===== config.mk =====
export PLATFORM = sky130hd
export DESIGN_NAME = vga_fb_axi_rd_slave
export DESIGN_NICKNAME = d
export VERILOG_FILES = /design/src/rtl/vga_axi_pkg.sv /design/src/rtl/vga_rd_beat_fifo.sv /design/src/rtl/vga_fb_axi_rd_slave.sv
export SDC_FILE = /design/constraint.sdc
export NUM_CORES = 1
export LEC_CHECK = 0
export BUFFER_PORTS_ARGS = -buffer_cell sky130_fd_sc_hd__buf_2
export CAP_MARGIN = 20
export CORE_ASPECT_RATIO = 0.8
export CORE_MARGIN = 2
export CORE_UTILIZATION = 55
export CTS_CLUSTER_SIZE = 20
export DETAILED_ROUTE_END_ITERATION = 16
export HOLD_SLACK_MARGIN = 0.03
export PLACE_DENSITY = 0.79
export SETUP_SLACK_MARGIN = 0.15
export SLEW_MARGIN = 10
export SYNTH_ARGS = -nofsm -noshare
export SYNTH_HDL_FRONTEND = slang
export SYNTH_HIERARCHICAL = 1
export SYNTH_SLANG_ARGS = --single-unit

===== constraint.sdc =====
create_clock -name clk_a -period 3.3 [get_ports clk_a]
set_input_delay 0.165 -clock clk_a [delete_from_list [all_inputs] [get_ports clk_a]]
set_output_delay 0.165 -clock clk_a [all_outputs]
set_load 0.02 [all_outputs]

===== src/rtl/vga_axi_pkg.sv =====
// Shared AXI encodings for the VGA framebuffer read path and the ping-pong buffer.
// Holds the burst/size/response codes and the read-slave state type.
package vga_axi_pkg;

  localparam logic [1:0] AXI_BURST_INCR  = 2'b01;
  localparam logic [2:0] AXI_SIZE_8B     = 3'h3;

  localparam logic [1:0] AXI_RESP_OKAY   = 2'b00;
  localparam logic [1:0] AXI_RESP_SLVERR = 2'b10;
  localparam logic [1:0] AXI_RESP_DECERR = 2'b11;

  typedef enum logic {
    RD_IDLE  = 1'b0,
    RD_BURST = 1'b1
  } rd_state_e;

  function automatic logic resp_is_okay(input logic [1:0] resp);
    return (resp == AXI_RESP_OKAY);
  endfunction

endpackage


===== src/rtl/vga_rd_beat_fifo.sv =====
// Two-entry beat FIFO; the head entry is read straight from storage registers
// so the AXI R outputs hold steady while the initiator stalls.
module vga_rd_beat_fifo #(
  parameter int W = 67
) (
  input  logic         clk,
  input  logic         rst_n,
  input  logic         push,
  input  logic [W-1:0] wdata,
  input  logic         pop,
  output logic [W-1:0] head,
  output logic         valid,
  output logic [1:0]   count
);

  logic [W-1:0] mem_r [2];
  logic         wr_ptr_r;
  logic         rd_ptr_r;
  logic [1:0]   count_r;
  logic         valid_r;
  logic         pop_ok_s;
  logic [1:0]   count_s;

  // Next occupancy from this cycle's push/pop.
  always_comb begin
    pop_ok_s = pop & valid_r;
    count_s  = count_r;
    case ({push, pop_ok_s})
      2'b10:   count_s = count_r + 2'd1;
      2'b01:   count_s = count_r - 2'd1;
      default: count_s = count_r;
    endcase
  end

  // Storage, pointers and occupancy.
  always_ff @(posedge clk or negedge rst_n) begin
    if (!rst_n) begin
      mem_r[0] <= {W{1'b0}};
      mem_r[1] <= {W{1'b0}};
      wr_ptr_r <= 1'b0;
      rd_ptr_r <= 1'b0;
      count_r  <= 2'd0;
      valid_r  <= 1'b0;
    end else begin
      if (push) begin
        mem_r[wr_ptr_r] <= wdata;
      end
      wr_ptr_r <= wr_ptr_r ^ push;
      rd_ptr_r <= rd_ptr_r ^ pop_ok_s;
      count_r  <= count_s;
      valid_r  <= (count_s != 2'd0);
    end
  end

  assign head  = mem_r[rd_ptr_r];
  assign valid = valid_r;
  assign count = count_r;

endmodule


===== src/rtl/vga_fb_axi_rd_slave.sv =====
// AXI4 INCR read slave serving 8-byte words from a synchronous framebuffer SRAM.
// Bursts are classified once at AR time; error bursts emit zero beats with identical timing.
module vga_fb_axi_rd_slave #(
  parameter int ADDR_WIDTH = 64,
  parameter int DATA_WIDTH = 64,
  parameter int MEM_AW     = 12
) (
  input  logic                  clk_a,
  input  logic                  resetn_a,
  input  logic [ADDR_WIDTH-1:0] araddr_i,
  input  logic [1:0]            arburst_i,
  input  logic [7:0]            arlen_i,
  input  logic [2:0]            arsize_i,
  input  logic                  arvalid_i,
  output logic                  arready_o,
  output logic [DATA_WIDTH-1:0] rdata_o,
  output logic [1:0]            rresp_o,
  output logic                  rlast_o,
  output logic                  rvalid_o,
  input  logic                  rready_i,
  output logic                  mem_en_o,
  output logic [MEM_AW-1:0]     mem_addr_o,
  input  logic [DATA_WIDTH-1:0] mem_rdata_i
);

  import vga_axi_pkg::*;

  localparam int WORD_W = ADDR_WIDTH - 3;
  localparam int SUM_W  = ((WORD_W > MEM_AW) ? WORD_W : MEM_AW) + 9;
  localparam int FW     = DATA_WIDTH + 3;
  localparam logic [SUM_W-1:0] MEM_WORDS = {{(SUM_W-1){1'b0}}, 1'b1} << MEM_AW;

  rd_state_e         state_r;
  rd_state_e         state_s;
  logic              arready_r;
  logic [MEM_AW-1:0] addr_r;
  logic [8:0]        left_r;
  logic [1:0]        resp_r;
  logic              inflight_r;
  logic              inflight_last_r;

  logic              hs_s;
  logic              pop_s;
  logic              issue_s;
  logic [2:0]        credit_s;
  logic [1:0]        resp_s;
  logic [SUM_W-1:0]  end_word_s;
  logic [FW-1:0]     push_data_s;
  logic [FW-1:0]     head_s;
  logic              head_valid_s;
  logic [1:0]        count_s;

  // Burst classification; the end-word sum is widened so it cannot wrap.
  always_comb begin
    end_word_s = SUM_W'(araddr_i[ADDR_WIDTH-1:3]) + SUM_W'(arlen_i);
    resp_s     = AXI_RESP_OKAY;
    if ((arburst_i != AXI_BURST_INCR) || (arsize_i != AXI_SIZE_8B) || (araddr_i[2:0] != 3'b000)) begin
      resp_s = AXI_RESP_SLVERR;
    end else if (end_word_s >= MEM_WORDS) begin
      resp_s = AXI_RESP_DECERR;
    end else begin
      resp_s = AXI_RESP_OKAY;
    end
  end

  // Issue credit counts queued beats plus the one read whose data lands this cycle.
  always_comb begin
    hs_s     = arvalid_i & arready_r;
    pop_s    = head_valid_s & rready_i;
    credit_s = {1'b0, count_s} + {2'b00, inflight_r} - {2'b00, pop_s};
    issue_s  = 1'b0;
    if ((state_r == RD_BURST) && (left_r != 9'd0) && (credit_s < 3'd2)) begin
      issue_s = 1'b1;
    end else begin
      issue_s = 1'b0;
    end
  end

  // Next-state: the burst ends once its last beat is handed over.
  always_comb begin
    state_s = state_r;
    case (state_r)
      RD_IDLE: begin
        if (hs_s) begin
          state_s = RD_BURST;
        end else begin
          state_s = RD_IDLE;
        end
      end
      RD_BURST: begin
        if (pop_s && head_s[0]) begin
          state_s = RD_IDLE;
        end else begin
          state_s = RD_BURST;
        end
      end
      default: state_s = RD_IDLE;
    endcase
  end

  // Burst bookkeeping and the one-deep SRAM read pipeline.
  always_ff @(posedge clk_a or negedge resetn_a) begin
    if (!resetn_a) begin
      state_r         <= RD_IDLE;
      arready_r       <= 1'b0;
      addr_r          <= {MEM_AW{1'b0}};
      left_r          <= 9'd0;
      resp_r          <= AXI_RESP_OKAY;
      inflight_r      <= 1'b0;
      inflight_last_r <= 1'b0;
    end else begin
      state_r   <= state_s;
      arready_r <= (state_s == RD_IDLE);
      if (hs_s) begin
        addr_r <= araddr_i[MEM_AW+2:3];
        left_r <= {1'b0, arlen_i} + 9'd1;
        resp_r <= resp_s;
      end else if (issue_s) begin
        addr_r <= addr_r + {{(MEM_AW-1){1'b0}}, 1'b1};
        left_r <= left_r - 9'd1;
      end
      inflight_r      <= issue_s;
      inflight_last_r <= issue_s & (left_r == 9'd1);
    end
  end

  assign push_data_s = {(resp_is_okay(resp_r) ? mem_rdata_i : {DATA_WIDTH{1'b0}}), resp_r, inflight_last_r};

  vga_rd_beat_fifo #(
    .W(FW)
  ) u_beat_fifo (
    .clk  (clk_a),
    .rst_n(resetn_a),
    .push (inflight_r),
    .wdata(push_data_s),
    .pop  (pop_s),
    .head (head_s),
    .valid(head_valid_s),
    .count(count_s)
  );

  assign arready_o  = arready_r;
  assign mem_en_o   = issue_s & resp_is_okay(resp_r);
  assign mem_addr_o = addr_r;
  assign rvalid_o   = head_valid_s;
  assign rdata_o    = head_s[FW-1:3];
  assign rresp_o    = head_s[2:1];
  assign rlast_o    = head_s[0];

endmodule


==> qor.tcl <==
set qor(status) {complete, no violations}
set qor(muxShareOfSynthArea_pct) 24.6
set qor(row_count) 43
set qor(tns_ns) 0
set qor(synthesized_area_per_cell_um2) 11.1
set qor(fmax_mhz) 329
set qor(synth_top_family_by_area) {multiplexers}
set qor(timing_max_transition_violations_final) 0
set qor(setup.worst_path.start) {arlen_i[0]}
set qor(ios) 227
set qor(report.final.hold_viol_count) 0
set qor(criticalPathCategory) {in2reg}
set qor(final_setup_skew_ns) 0.0120
set qor(synth-xor-area-share_pct) 4.06
set qor(clock_power_share_pct) 24.6
set qor(internal_power_mw) 5.12
set qor(design.final.nets) 1291
set qor(drtAntennaViolNets) 0
set qor(relSlewSlack_pct) 31.5
set qor(synthesis.area_um2) 9910
set qor(rr_startpoint) {u_beat_fifo/valid}
set qor(fp.dieArea_um2) 19100
set qor(place_inst) 1317
set qor(power.share.combinational_pct) 37.5
set qor(first_global_vias) 7624
set qor(cts-root-to-sink-buffers) 2
set qor(tightestPinTransition_ns) 1.03
set qor(unrepaired_setup_endpoints_after_global_routing) {yes}
set qor(worst_path_largest_cell_delay_ns) 0.54
set qor(synth_fp_nets) 1055
set qor(number_of_enable_type_register_cells_in_the_synthesized_netlist) 0
set qor(synth_adder_area_share_pct) 2.42
set qor(worst_hold_path_type) {in2reg}
set qor(critPathCaptureType) {flip-flop}
set qor(timing.critical_path.fanout_max) 5
set qor(route.detailed.drc) 0
set qor(ys_async_sr_fraction_pct) 100
set qor(total_leakage_power_nw) 5.79
set qor(synth.distinct_cells) 68
set qor(antenna_cells_inserted) 0
set qor(globalRouteOverflowTotal) 0
set qor(antenna_found_initial) 0
set qor(ys_warn_count) 6
set qor(htree_levels) 4
set qor(critPathArrivalTime_ns) 3.33
set qor(clock_insertion_delay_at_the_later_pin_of_the_skew_report_ns) 0.42
set qor(design.core.area_um2) 17500
set qor(timing.final.crit_period_ns) 3.04
set qor(switching_share_pct) 36.6
set qor(worstHoldStart) {araddr_i[13]}
set qor(post-synth-top-area-fraction_pct) 41.9
set qor(cts_num_sinks) 166
set qor(area_delta_synth_final_pct) 21.4
set qor(dieHeight_um) 124
set qor(wirelength_mm) 24.9
set qor(clk_root_buffer_cell) {clkbuf_16}
set qor(grt_pass1_wl_mm) 39.5
set qor(post_drt_wl_per_cell_um) 18.2
set qor(route.vias.total) 7912
set qor(place_area_um2) 11200
set qor(timing.max_cap.violations) 0
set qor(switchingPower_mw) 2.95
set qor(synth.area.top_cells) {dfrtp_1 42%, mux2_2 21%, and2_1 4.4%, mux2_4 3.2%, nand2_1 2.3%}
set qor(irDropWorstVdd_mv) 0.378
set qor(gp_routability_congestion) 1.02
set qor(synth_compound_area_share_pct) 6.65
set qor(layout-drive-gt1-share_pct) 44.6
set qor(stdcell_count) 1366
set qor(place.port_buffers) 226
set qor(synth_cells) 892
set qor(power-per-cell-area_nw_per_um2) 671
set qor(crit_required_ns) 3.59
set qor(synth.yosys.seq_area_share_pct) 41.9
set qor(hold_slack_ns) 0.0691
set qor(grt_max_degree) 71
set qor(crit_path_top_delay_cell) {dlygate4sd3_1}
set qor(layout_worst_path_cycle_share_pct) 92.1
set qor(drt_pre_antenna_iters) 6
set qor(critical_path.startpoint_type) {input port}
set qor(num-fill-cells) 1338
set qor(initial_core_util_pct) 56.7
set qor(finalInstanceArea_um2) 12000
set qor(synth_largest_area_cell) {dfrtp_1}
set qor(cts_tree) {yes}
set qor(seq_power_share_pct) 38.0
set qor(cts_inserted_buffers) 17
set qor(setup.reg_to_reg.worst_slack_ns) 0.43
set qor(dpl.hpwl_mm) 18.1
set qor(final-setup-viol-count) 0
set qor(ys_dominant_reg_cell) {dfrtp_1}
set qor(grt.total_usage_pct) 26.1
set qor(clk_transition_reported_paths_ns) 0.07
set qor(cell_by_cell_trace_of_the_critical_path) {dlygate4sd3_1, buf_2, ha_1, fa_1, nand3_1, a211oi_4, o211ai_1, o21ba_2, a2bb2oi_1, nand4_1, nor4_2, a21oi_1}
set qor(drt_first_iter_violations) 584
set qor(synth.ff_latch_count) 166
set qor(via_per_inst) 5.79
set qor(synth_simple_gate_area_share_pct) 17.1
set qor(die_width_um) 154
## worst max-delay path: cells and delay by family
| family | cells | cell delay, ns |
|---|---|---|
| adder cells (fa/ha/maj) | 2 | 0.56 |
| AO/OA/AOI/OAI | 5 | 1.22 |
| AND/OR/NAND/NOR | 3 | 0.69 |
| buffers and inverters | 2 | 0.69 |
## flip-flops by register name, indices dropped and copies added (netlist names), 2 cells and up
signal,flops
resp_r,2
left_r,9
mem_addr_o,12
u_beat_fifo/mem_r,134
u_beat_fifo/count,2
## power by group through the flow
stage	Clock [mW]	Sequential, mW	Combinational [mW]
after CTS	2.03	3.05	2.94
after global routing	2.12	3.13	3.27
after floorplan	0	2.95	2.16
after detailed placement	0	3.08	2.90
final	1.99	3.07	3.03
after global placement	0	3.04	2.84
## cell usage in the layout, fill, tap and decap left out, drive strengths merged, types with 20 or more instances in the layout
cell   synthesis  routed
mux2         205     205
and2          70      70
nand4         32      32
nand2         62      62
o21ai         33      33
dfrtp        166     166
buf           25     245
nor2          33      33
xor2          20      20
inv           15      24
nand3         30      30
xnor2         26      26
## cell families after synthesis
logic type,count (synthesis)
AOI/OAI and AO/OA,96
xor gates and xnor gates,46
adders and majority gates,18
buffers and inverters,55
DFF,166
muxes,210
and+or+nand+nor,301
## timing repair
item | in CTS | in global routing
resized for setup | 1 | 14
cloned | 0 | 1
hold endpoints to repair | 78 | 0
pin swaps | 0 | 6
setup buffers | 0 | 5
hold buffers | 11 | 0
endpoints found under the setup margin | 2 | 11
## Yosys cell counts, types with 12 or more instances
cell type / instances
clkbuf_1: 14
and2_1: 69
nor2_1: 33
ha_1: 16
nor3_1: 17
nand3_1: 29
xor2_1: 20
nand4_1: 30
dfrtp_1: 166
xnor2_1: 26
o21ai_0: 32
nor4_1: 12
inv_1: 15
a21oi_1: 13
mux2_4: 21
mux2_2: 183
nand2_1: 62
## stage by stage
step / utilization, % / setup WS [ns] / power (mW)
after floorplan: - / 0.474 / 5.11
after global placement: 64.2 / 0.323 / 5.88
after detailed placement: 64.2 / 0.160 / 5.97
after CTS: 68.3 / 0.184 / 8.02
after global routing: 68.9 / 0.138 / 8.52
final: 68.9 / 0.262 / 8.08
## area by class of cell
cell class	instances	area, µm²	area share [%]
clock buffers	17	425	3.53
multi-input cells	672	5510	45.8
clock inverters	15	176	1.47
repair buffers	256	1430	11.9
flip-flops and latches	166	4160	34.5
well taps	225	282	2.34
inverters	15	56.3	0.468
## metal layers
| layer | global-route usage [%] | part of all wire [%] |
|---|---|---|
| met2 | 40.3 | 45 |
| met5 | 0 | 0 |
| met1 | 36.9 | 45 |
| met4 | 7.36 | 1.3 |
| met3 | 6.51 | 8.1 |
## path summary, 6_finish.rpt
path / cells past startpoint / endpoint
worst max-delay path: 12 / resp_r[0]
worst min-delay path: 3 / mem_addr_o[10]
worst max register to register: 12 / mem_addr_o[9]
worst min register to register: 1 / u_beat_fifo/mem_r[0]
max in group asynchronous: 3 / u_beat_fifo/mem_r[95]
min in group asynchronous: 2 / mem_addr_o[6]
(Power assumes the default switching activity.)
